## src/rtl/mem_arb_pkg.sv

```systemverilog
// ---------------------------------------------------------------------------
// mem_arb_pkg : shared types and constants for the IF/LS memory arbiter
// Rev 1.0
// ---------------------------------------------------------------------------
`default_nettype none

package mem_arb_pkg;

  typedef enum logic [1:0] {
    IDLE    = 2'd0,
    ISSUE   = 2'd1,
    CAPTURE = 2'd2,
    RESP    = 2'd3
  } state_e;

  localparam logic [2:0] SUP_MEM  = 3'b011;
  localparam logic [2:0] SUP_NONE = 3'b000;

  localparam logic OWN_IF = 1'b0;
  localparam logic OWN_LS = 1'b1;

  localparam int MEM_DEPTH = 32;
  localparam int MEM_AW    = 5;

endpackage

`default_nettype wire

```

## src/rtl/rr_pick2.sv

```systemverilog
// ---------------------------------------------------------------------------
// rr_pick2 : combinational 2-way round-robin pick, one-hot grant
// Rev 1.0
// ---------------------------------------------------------------------------
`default_nettype none

module rr_pick2
  import mem_arb_pkg::*;
(
  input  logic [1:0] req,
  input  logic       last_grant,
  output logic [1:0] gnt
);

  // bit 0 is the IF requester, bit 1 the LS requester
  always_comb begin
    gnt = req;
    if (req == 2'b11) begin
      gnt = (last_grant == OWN_LS) ? 2'b01 : 2'b10;
    end
  end

endmodule

`default_nettype wire

```

## src/rtl/mem_access_arbiter.sv

```systemverilog
// ---------------------------------------------------------------------------
// mem_access_arbiter : multicycle IF/LS arbiter for the single-port main memory
// Rev 1.0
// ---------------------------------------------------------------------------
`default_nettype none

module mem_access_arbiter
  import mem_arb_pkg::*;
#(
  parameter int DEPTH = MEM_DEPTH,
  parameter int AW    = MEM_AW
) (
  input  logic        clk,
  input  logic        rst_n,
  input  logic        if_req_valid,
  input  logic [63:0] if_req_addr,
  output logic        if_req_ready,
  output logic        if_rsp_valid,
  output logic [63:0] if_rsp_data,
  output logic        if_rsp_err,
  input  logic        ls_req_valid,
  input  logic        ls_req_we,
  input  logic [63:0] ls_req_addr,
  input  logic [63:0] ls_req_wdata,
  output logic        ls_req_ready,
  output logic        ls_rsp_valid,
  output logic [63:0] ls_rsp_data,
  output logic        ls_rsp_err,
  output logic [2:0]  mem_sup,
  output logic        mem_read,
  output logic        mem_write,
  output logic [63:0] mem_load_addr,
  output logic [63:0] mem_store_addr,
  output logic [63:0] mem_store_data,
  input  logic [63:0] mem_load_data
);

  state_e        state_q, state_d;
  logic          owner_q, owner_d;
  logic          we_q, we_d;
  logic [AW-1:0] addr_q, addr_d;
  logic [63:0]   wdata_q, wdata_d;
  logic [63:0]   data_q, data_d;
  logic          err_q, err_d;
  logic          last_grant_q, last_grant_d;

  logic [1:0]    gnt;
  logic          in_idle;
  logic          in_issue;
  logic          in_resp;
  logic          if_fire;
  logic          ls_fire;
  logic [63:0]   acc_addr;

  rr_pick2 u_pick (
    .req        ({ls_req_valid, if_req_valid}),
    .last_grant (last_grant_q),
    .gnt        (gnt)
  );

  assign in_idle  = (state_q == IDLE);
  assign in_issue = (state_q == ISSUE);
  assign in_resp  = (state_q == RESP);

  assign if_req_ready = in_idle & gnt[0] & if_req_valid & rst_n;
  assign ls_req_ready = in_idle & gnt[1] & ls_req_valid & rst_n;
  assign if_fire      = if_req_valid & if_req_ready;
  assign ls_fire      = ls_req_valid & ls_req_ready;
  assign acc_addr     = ls_fire ? ls_req_addr : if_req_addr;

  always_comb begin
    state_d      = state_q;
    owner_d      = owner_q;
    we_d         = we_q;
    addr_d       = addr_q;
    wdata_d      = wdata_q;
    data_d       = data_q;
    err_d        = err_q;
    last_grant_d = last_grant_q;
    case (state_q)
      IDLE: begin
        if (if_fire || ls_fire) begin
          owner_d      = ls_fire ? OWN_LS : OWN_IF;
          last_grant_d = ls_fire ? OWN_LS : OWN_IF;
          we_d         = ls_fire & ls_req_we;
          addr_d       = acc_addr[AW-1:0];
          wdata_d      = ls_fire ? ls_req_wdata : 64'd0;
          data_d       = 64'd0;
          // the low-index test only matters for a non power-of-two DEPTH
          err_d        = (|acc_addr[63:AW]) ||
                         (32'(acc_addr[AW-1:0]) >= 32'(DEPTH));
          state_d      = err_d ? RESP : ISSUE;
        end
      end
      ISSUE:   state_d = we_q ? RESP : CAPTURE;
      CAPTURE: begin
        data_d  = mem_load_data;
        state_d = RESP;
      end
      RESP:    state_d = IDLE;
      default: state_d = IDLE;
    endcase
  end

  always_ff @(posedge clk or negedge rst_n) begin
    if (!rst_n) begin
      state_q      <= IDLE;
      owner_q      <= OWN_IF;
      we_q         <= 1'b0;
      addr_q       <= '0;
      wdata_q      <= 64'd0;
      data_q       <= 64'd0;
      err_q        <= 1'b0;
      last_grant_q <= OWN_LS;
    end else begin
      state_q      <= state_d;
      owner_q      <= owner_d;
      we_q         <= we_d;
      addr_q       <= addr_d;
      wdata_q      <= wdata_d;
      data_q       <= data_d;
      err_q        <= err_d;
      last_grant_q <= last_grant_d;
    end
  end

  // strobes come from the state flop alone, so an async reset kills them at once
  assign mem_sup        = in_issue ? SUP_MEM : SUP_NONE;
  assign mem_read       = in_issue & ~we_q;
  assign mem_write      = in_issue & we_q;
  assign mem_load_addr  = {{(64-AW){1'b0}}, addr_q};
  assign mem_store_addr = {{(64-AW){1'b0}}, addr_q};
  assign mem_store_data = wdata_q;

  assign if_rsp_valid = in_resp & (owner_q == OWN_IF);
  assign ls_rsp_valid = in_resp & (owner_q == OWN_LS);
  assign if_rsp_data  = if_rsp_valid ? data_q : 64'd0;
  assign ls_rsp_data  = ls_rsp_valid ? data_q : 64'd0;
  assign if_rsp_err   = if_rsp_valid & err_q;
  assign ls_rsp_err   = ls_rsp_valid & err_q;

endmodule

`default_nettype wire

```

## config.mk

```make
export PLATFORM = sky130hd
export DESIGN_NAME = mem_access_arbiter
export DESIGN_NICKNAME = d
export VERILOG_FILES = /design/src/rtl/mem_arb_pkg.sv /design/src/rtl/rr_pick2.sv /design/src/rtl/mem_access_arbiter.sv
export SDC_FILE = /design/constraint.sdc
export NUM_CORES = 1
export LEC_CHECK = 0
export BUFFER_PORTS_ARGS = -buffer_cell sky130_fd_sc_hd__buf_2
export CAP_MARGIN = 20
export CORE_AREA = 10 10 220 222
export CTS_BUF_LIST = sky130_fd_sc_hd__clkbuf_8
export DETAILED_ROUTE_END_ITERATION = 16
export DIE_AREA = 0 0 230 232
export PLACE_DENSITY = 0.49
export SYNTH_ARGS = -nofsm -noshare
export SYNTH_HDL_FRONTEND = slang
export SYNTH_SLANG_ARGS = --single-unit
```

## constraint.sdc

```tcl
create_clock -name clk -period 5.22 [get_ports clk]
set_input_delay 1.305 -clock clk [delete_from_list [all_inputs] [get_ports clk]]
set_output_delay 1.305 -clock clk [all_outputs]
set_load 0.03 [all_outputs]
```

Word level (Yosys, flattened, before mapping)
Cells that the tools add are included.
{ "totals": {"wordCells": 50, "output_inout_bits": 331, "in_bits": 261, "reg_bits": 139} }
{ "classes": {"n_eq_ne": 5, "bitwise_logic": 17, "mux": 14, "n_reduce_logical": 6} }
{ "ops": {"columns": ["cell", "count"], "rows": [
  ["2-to-1 mux 64 bit", 5],
  ["one-hot mux 64 bit (2 select lines)", 1],
  ["OR reduction 59 bit", 1],
  ["AND 1 bit", 15],
  ["2-to-1 mux 2 bit", 5],
  ["one-hot mux 2 bit (4 select lines)", 1],
  ["equality test 2 bit (second input constant)", 3],
  ["AND reduction 2 bit", 2],
  ["equality test 2 x 1 -> 1 bit (second input constant)", 1],
  ["logical NOT 2 bit", 1],
  ["2-to-1 mux 1 bit", 2],
  ["inequality test 2 x 1 -> 1 bit (second input constant)", 1],
  ["inverter 1 bit", 2],
  ["nonzero test 2 bit", 1],
  ["logical OR 1 bit", 1]
]} }

Longest topological paths before layout
Gate-level depths: netlist (run 1).
{ "logic_depth": {"ltp_word": 11, "depth_mapped": 9, "ltp_nobuf": 7} }

By module
A second synthesis (run 1) with hierarchy kept.
{ "unflattened": {"cells_unflattened": 672, "hier_area_um2": 7249.5} }
{ "modules_own_cells": {"columns": ["mod", "n_inst", "area_per_inst_um2", "seq_area_each_um2", "cells_per_inst"], "rows": [
  ["mem_access_arbiter", 1, 7230.7, 3479.6, 669],
  ["rr_pick2", 1, 18.8, 0.0, 3]
]} }

Worst setup path before layout (run 1)
No wires, ideal clock.
{ "synth_timing": {"path_kind": "input to output", "start": "in ls_req_valid", "end": "out if_req_ready", "path_stages": 5, "arrival_ns": 2.264, "slack_ns": 1.651, "required_time_ns": 3.915, "cell_sequence": "o211ai_1 -> buf_6 -> buf_2 -> buf_6 -> nor2_1"} }
{ "synth_via": {"elab_chain_cells": 5} }
{ "synth_rtl": {"columns": ["element", "line_no", "source"], "rows": [
  ["start: declaration", "mem_access_arbiter.sv:21", "input logic ls_req_valid,"],
  ["equality test 2 bit", "rr_pick2.sv:18", "if (req == 2'b11) begin"],
  ["2-to-1 mux 2 bit", "rr_pick2.sv:18", null],
  ["AND 1 bit (3 in series)", "mem_access_arbiter.sv:65", "assign if_req_ready = in_idle & gnt[0] & if_req_valid & rst_n;"],
  ["end: declaration", "mem_access_arbiter.sv:17", "output logic if_req_ready,"]
]} }
No other way between the ends.

Final worst setup path (run 1)
{ "layout_timing": {"start": "reg state_q[1]", "end": "out if_rsp_data[62]"} }
{ "layout_via": {"elab_chain_cells": 3} }
{ "layout_rtl": {"columns": ["element", "line_no", "source"], "rows": [
  ["start: declaration", "mem_access_arbiter.sv:38", "state_e state_q, state_d;"],
  ["start signal: assignment", "mem_access_arbiter.sv:116", "state_q <= state_d;"],
  ["equality test 2 bit", "mem_access_arbiter.sv:63", "assign in_resp = (state_q == RESP);"],
  ["AND 1 bit", "mem_access_arbiter.sv:135", "assign if_rsp_valid = in_resp & (owner_q == OWN_IF);"],
  ["2-to-1 mux 64 bit", "mem_access_arbiter.sv:137", "assign if_rsp_data = if_rsp_valid ? data_q : 64'd0;"],
  ["end: declaration", "mem_access_arbiter.sv:19", "output logic [63:0] if_rsp_data,"]
]} }
No other way between the ends.

==> results of run 1 <==
-- where the power goes --
part / switching (W) / internal (W) / total (W)
registers: 0.000427 / 0.00156 / 0.00199
logic: 0.00197 / 0.000991 / 0.00296
clock network: 0.000441 / 0.000492 / 0.000933
-- cell usage in the layout (no fill, tap or decap), types with 2 or more instances in the layout --
| cell | netlist | routed |
|---|---|---|
| and2_1 | 68 | 67 |
| nand2_1 | 11 | 11 |
| clkinv_2 | 0 | 2 |
| nor3_1 | 3 | 3 |
| a31oi_1 | 2 | 2 |
| conb_1 | 1 | 119 |
| bufinv_16 | 0 | 3 |
| a22o_1 | 129 | 129 |
| nor4_1 | 28 | 28 |
| dfrtp_1 | 138 | 137 |
| o21ai_0 | 8 | 8 |
| buf_4 | 128 | 10 |
| diode_2 | 0 | 4 |
| and3_1 | 65 | 65 |
| inv_1 | 3 | 5 |
| nor2_1 | 2 | 2 |
| ha_1 | 5 | 4 |
| buf_2 | 17 | 471 |
| mux2i_1 | 5 | 5 |
| nand3_1 | 5 | 5 |
| clkinv_4 | 0 | 4 |
| clkbuf_8 | 0 | 19 |
| nand4_1 | 4 | 4 |
-- cell type report --
cell class              instances  share of cell area [%]
multi-input cells             466                    29.6
clock inverters                12                    1.49
repair buffers                483                    24.4
flip-flops and latches        139                    34.4
diodes                          4                  0.0990
well taps                     592                    7.33
inverters                       3                   0.111
clock buffers                  19                    2.59
-- layer usage --
layer / wire [µm] / GRT usage, % / up-vias
met5: 7 / 0 / -
met2: 15100 / 18.1 / 350
met3: 3100 / 5.35 / 28
met4: 555 / 3.78 / 2
met1: 13000 / 13.1 / 3107
li1: - / - / 3049
-- cells by family after synthesis --
kind of cell	count (synthesis)
other	1
AO/OA/AOI/OAI	147
multiplexers	5
adder cells (fa/ha/maj)	5
AND/OR/NAND/NOR	190
buffers and inverters	182
flip-flops	139
-- Yosys cell counts, drive strengths merged --
| master | number | area (µm²) |
|---|---|---|
| a2111oi | 1 | 8.76 |
| a21boi | 1 | 7.51 |
| a21o | 1 | 7.51 |
| a21oi | 2 | 10.0 |
| a22o | 129 | 1130 |
| a31oi | 2 | 12.5 |
| a41oi | 1 | 8.76 |
| and2 | 69 | 432 |
| and3 | 65 | 407 |
| buf | 154 | 1140 |
| clkbuf | 25 | 93.8 |
| conb | 1 | 3.75 |
| dfrtp | 138 | 3450 |
| dfstp | 1 | 26.3 |
| ha | 5 | 62.6 |
| inv | 3 | 11.3 |
| mux2i | 5 | 50.1 |
| nand2 | 11 | 41.3 |
| nand3 | 5 | 25.0 |
| nand4 | 4 | 25.0 |
| nor2 | 2 | 7.51 |
| nor2b | 2 | 12.5 |
| nor3 | 3 | 15.0 |
| nor4 | 28 | 175 |
| o211ai | 1 | 7.51 |
| o21ai | 8 | 40.0 |
| o41ai | 1 | 16.3 |
| or3 | 1 | 6.26 |
-- critical path, stage by stage, from the launching register on --
cell     delay (ns)
dfrtp_1        0.43
ha_2           0.19
buf_4          0.45
nor2b_4        0.40
buf_12         0.24
and2_1         0.16
buf_2          0.19
-- state kept, by name (all words and copies together) (netlist names) --
name and cells:
err_q 1, last_grant_q 1, data_q 64, owner_q 1, addr_q 5, state_q 2, mem_store_data 64, we_q 1
-- path summary, 6_finish.rpt --
kind                                                 from                        endpoint  slack (ns)  depth (start not counted)
hold / removal             mem_store_data[36]$_DFFE_PN0P_  mem_store_data[36]$_DFFE_PN0P_        0.50                          1
max in group asynchronous                           rst_n  mem_store_data[23]$_DFFE_PN0P_        3.30                          2
setup / recovery                   state_q[1]$_DFFE_PN0P_                 if_rsp_data[62]        1.32                          6
min in group asynchronous                           rst_n          data_q[26]$_DFFE_PN0P_        0.73                          1
hold reg to reg            mem_store_data[36]$_DFFE_PN0P_  mem_store_data[36]$_DFFE_PN0P_        0.50                          1
setup reg to reg                   state_q[0]$_DFFE_PN0P_          data_q[10]$_DFFE_PN0P_        2.51                          8
-- through the flow --
step / hold slack, ns / worst slack [ns] / std cells
floorplan: 0.454 / 1.65 / 787
global placement: 0.478 / 1.50 / 1682
detailed placement: 0.480 / 1.36 / 1682
CTS: 0.503 / 0.762 / 1713
global route: 0.517 / 1.08 / 1717
finish: 0.497 / 1.32 / 1718
==> summary.md, run 1 <==
| Metric | Value |
|---|---|
| Outcome | `completed` |
| Ports | `592` |
| Maximum operating frequency | `0.256 GHz` |
| CTS sink cnt | `139` |
| WS Path Type | `reg2out` |
| Hold Crit Class | `reg2reg` |
| Filler cells | `4861` |
| Total negative slack | `0 ns` |
| Syn Area/Cell | `10.8 µm²` |
| Synth cell types | `32` |
| Area of the multi-input gates | `2990 µm²` |
| Layout cells sized above 1 | `46.3%` |
| Worst-path fanout max | `68` |
| Core box area | `43900 µm²` |
| Num CTS Buffers | `17` |
| Synth Area in Adders | `0.865%` |
| Crit path launch type | `flip-flop` |
| Largest net degree at the start of global routing | `69` |
| Via count | `6536` |
| Pwr/cell area | `582 nW/µm²` |
| Worst Path Arrival | `2.60 ns` |
| Die X | `230 µm` |
| Total power | `0.00588 W` |
| Seq cells post-synth | `139` |
| Root Buffer | `clkbuf_8` |
| Final worst-path cycle share | `74.8%` |
| PortBufs | `472` |
| Hold Buf Count CTS | `0` |
| Clk buf depth | `2` |
| Synth warn | `0` |
| First-pass GRT wire length | `45.8 mm` |
| Clock skew | `0.0183 ns` |
| Max-cap violations | `0` |
| Synth Area in Simple Gates | `15.8%` |
| DR DRC count | `0` |
| Initial antenna violation count | `7` |
| Layout area overhead | `39.7%` |
| CP required | `3.91 ns` |
| PostCTS Resize Cnt | `0` |
| DRT Wirelength | `31.8 mm` |
| Post-CTS setup repair buffer count | `0` |
| Tightest Pin Transition | `1.00 ns` |
| Pre-Repair DR Iteration Count | `4` |
| Clock Pin Slew Worst Setup and Hold Paths | `0.09 ns` |
| Max_slew headroom | `33.1%` |
| Mux contribution to synthesized area | `0.692%` |
| ANT nets after route | `0` |
| Final setup vio count | `0` |
| RSZ-0062 raised after global routing | `no` |
| Synth Area in Compound Gates | `17.3%` |
| Slew Limit Fails | `0` |
| Number of levels in the clock H-tree | `4` |
| Estimated wirelength of the detail-placed design | `25.5 mm` |
| GRT Overall Usage | `11.3%` |
| WL per Instance | `18.5 µm` |
| CP Capture Type | `output port` |
| DRT iter0 DRCs | `324` |
| CTS tree | `done` |
| FF+latch area | `3480 µm²` |
| Clk_lat worst skew | `0.49 ns` |
| Final min period | `3.90 ns` |
| Via density | `3.80` |
| VDD IR max | `0.277 mV` |
| Die ar. | `53400 µm²` |
| Starting density of the core | `16.5%` |
| Final hold vios | `0` |
| Global route overflow | `0` |
| Post-DP Area | `9660 µm²` |
| Vias in the first global route | `7132` |
| Largest family of logic cells by synthesized area | `compound AO/OA/AOI/OAI gates` |
| Post-layout util | `23.0%` |
| Xor-xnor portion of the synthesized cell area | `0%` |
| Pleak | `5.83 nW` |
| Post-synthesis instance area | `7240 µm²` |
| Row count | `77` |
| Fin area | `10100 µm²` |
| Final Wtd Congestion | `0.940` |
| Post-Syn Instances | `669` |
| Final #Nets | `1376` |
| Chip height | `232 µm` |
| Register area share after synthesis | `48.1%` |
Power figures use the tool's default switching activity.
==> run 2: changes to the inputs <==
==> constraint.sdc (replaced) <==
create_clock -name clk -period 4.1 [get_ports clk]
set_input_delay 1.025 -clock clk [delete_from_list [all_inputs] [get_ports clk]]
set_output_delay 1.025 -clock clk [all_outputs]
set_load 0.03 [all_outputs]
==> run 2 against run 1 <==
- critical path depth down 1
- sequential power grew 24%
- largest cell class unchanged
- clock-buffer cell count did not move
==> summary.md, run 2 (synthesis gave the netlist of run 1 again) <==
| Metric | Value |
|---|---|
| Final #Nets | `1375` |
| Root Buffer | `clkbuf_8` |
| WHS Path Cells | `1` |
| Largest net degree at the start of global routing | `142` |
| ANT nets after route | `0` |
| Clock skew | `0.0118 ns` |
| Hold_sp | `mem_store_data[4]$_DFFE_PN0P_` |
| FF+latch area | `3480 µm²` |
| DRT Wirelength | `31.8 mm` |
| Final hold vios | `0` |
| CTS tree | `done` |
| Post-route insts no fill | `1716` |
| GRT Overall Usage | `11.3%` |
| Post-CTS setup repair buffer count | `0` |
| Setup WS pre-CTS | `0.778 ns` |
| Via count | `6492` |
| Placed cells | `1682` |
| PortBufs | `472` |
| Layout cells sized above 1 | `46.5%` |
| DR DRC count | `0` |
| Via density | `3.78` |
| WS Path Type | `reg2out` |
| Final setup vio count | `0` |
| Max_slew headroom | `47.5%` |
| Area of the multi-input gates | `2990 µm²` |
| Worst-path fanout max | `34` |
| Length in cells of the worst reg-to-reg path | `8` |
| Pwr/cell area | `751 nW/µm²` |
| Die X | `230 µm` |
| Tightest Pin Transition | `0.787 ns` |
| Worst Path Arrival | `2.46 ns` |
| CP Capture Type | `output port` |
| First-pass GRT wire length | `46.3 mm` |
| Starting density of the core | `16.5%` |
| Hold path endpoint | `mem_store_data[4]$_DFFE_PN0P_` |
| WL per Instance | `18.5 µm` |
| Chip height | `232 µm` |
| CP required | `3.07 ns` |
| Initial antenna violation count | `4` |
| Row count | `77` |
| DRT iter0 DRCs | `308` |
| Worst r2r src | `state_q[0]$_DFFE_PN0P_` |
| R2R setup slack | `1.25 ns` |
| Maximum operating frequency | `0.287 GHz` |
| RSZ-0062 raised after global routing | `no` |
| Most frequent cells in the layout | `471 x buf_2, 137 x dfrtp_1, 129 x a22o_1` |
| Clk buf depth | `2` |
| Pleak | `5.83 nW` |
| CTS sink cnt | `139` |
| Max-cap violations | `0` |
| Pre-Repair DR Iteration Count | `4` |
| Outcome | `completed` |
| Die ar. | `53400 µm²` |
| Number of levels in the clock H-tree | `4` |
| VDD IR max | `0.404 mV` |
| Slew Limit Fails | `0` |
| Layout area overhead | `40.2%` |
| Worst Setup Slack, final | `0.618 ns` |
| Estimated wirelength of the detail-placed design | `25.2 mm` |
| Hold Buf Count CTS | `0` |
| Final min period | `3.48 ns` |
| Core box area | `43900 µm²` |
| Worst r2r dst | `data_q[29]$_DFFE_PN0P_` |
| Clock Pin Slew Worst Setup and Hold Paths | `0.09 ns` |
| Hold Crit Class | `reg2reg` |
| Vias in the first global route | `7161` |
| Commonest non-fill, non-tap cell in the layout | `buf_2` |
| Total negative slack | `0 ns` |
| Num CTS Buffers | `17` |
| Clk_lat worst skew | `0.47 ns` |
| Filler cells | `4831` |
| Final worst-path cycle share | `84.9%` |
| Crit path launch type | `flip-flop` |
| Global route overflow | `0` |
| Final Wtd Congestion | `0.939` |
| PostCTS Resize Cnt | `0` |
| Ports | `592` |
## run 2: layout make-up
class / count / area share, %
Antenna cell: 2 / 0.0493
Clock buffer: 19 / 2.58
Clock inverter: 13 / 1.85
Inverter: 3 / 0.111
Multi-Input combinational cell: 466 / 29.5
Sequential cell: 139 / 34.3
Tap cell: 592 / 7.30
Timing Repair Buffer: 482 / 24.3
## run 2: through the flow
step / instance area (µm²) / power (W) / util [%] / hold slack, ns
6_report: 10100 / 0.00762 / 23.1 / 0.500
5_1_grt: 10100 / 0.00814 / 23.1 / 0.520
4_1_cts: 10100 / 0.00778 / 23.1 / 0.505
3_5_place_dp: 9690 / 0.00639 / 22.1 / 0.477
3_3_place_gp: 9690 / 0.00635 / 22.1 / 0.478
2_1_floorplan: 7680 / 0.00522 / - / 0.454
## run 2: worst max path at each step
stage	startpoint	endpoint	slack (ns)	cells after the start
after global routing	state_q[1]$_DFFE_PN0P_	if_rsp_data[22]	0.37	5
after detailed placement	if_req_valid	data_q[29]$_DFFE_PN0P_	0.78	6
final	state_q[1]$_DFFE_PN0P_	if_rsp_data[16]	0.62	5
after floorplan	ls_req_valid	if_req_ready	1.09	5
after global placement	if_req_valid	data_q[26]$_DFFE_PN0P_	0.80	6
after CTS	state_q[1]$_DFFE_PN0P_	if_rsp_data[16]	0.51	5
## run 2: report_power, final
group | total (W) | switching [W] | internal, W
clock | 0.00132 | 0.000616 | 0.000700
sequential | 0.00247 | 0.000479 | 0.00199
combinational | 0.00383 | 0.00257 | 0.00126
## run 2: critical path, stage by stage, from the launching register on
cell	delay, ns
dfrtp_1	0.43
ha_2	0.23
nor2b_4	0.55
buf_4	0.37
and2_1	0.17
buf_2	0.20
## run 2: layer usage
metal / GRT usage [%] / up-vias / share of wire, %
met1: 13.4 / 3071 / 41
met5: 0 / - / 0.022
met2: 17.9 / 339 / 47
met4: 4.60 / 2 / 2.2
met3: 4.68 / 30 / 9.1
li1: - / 3050 / -
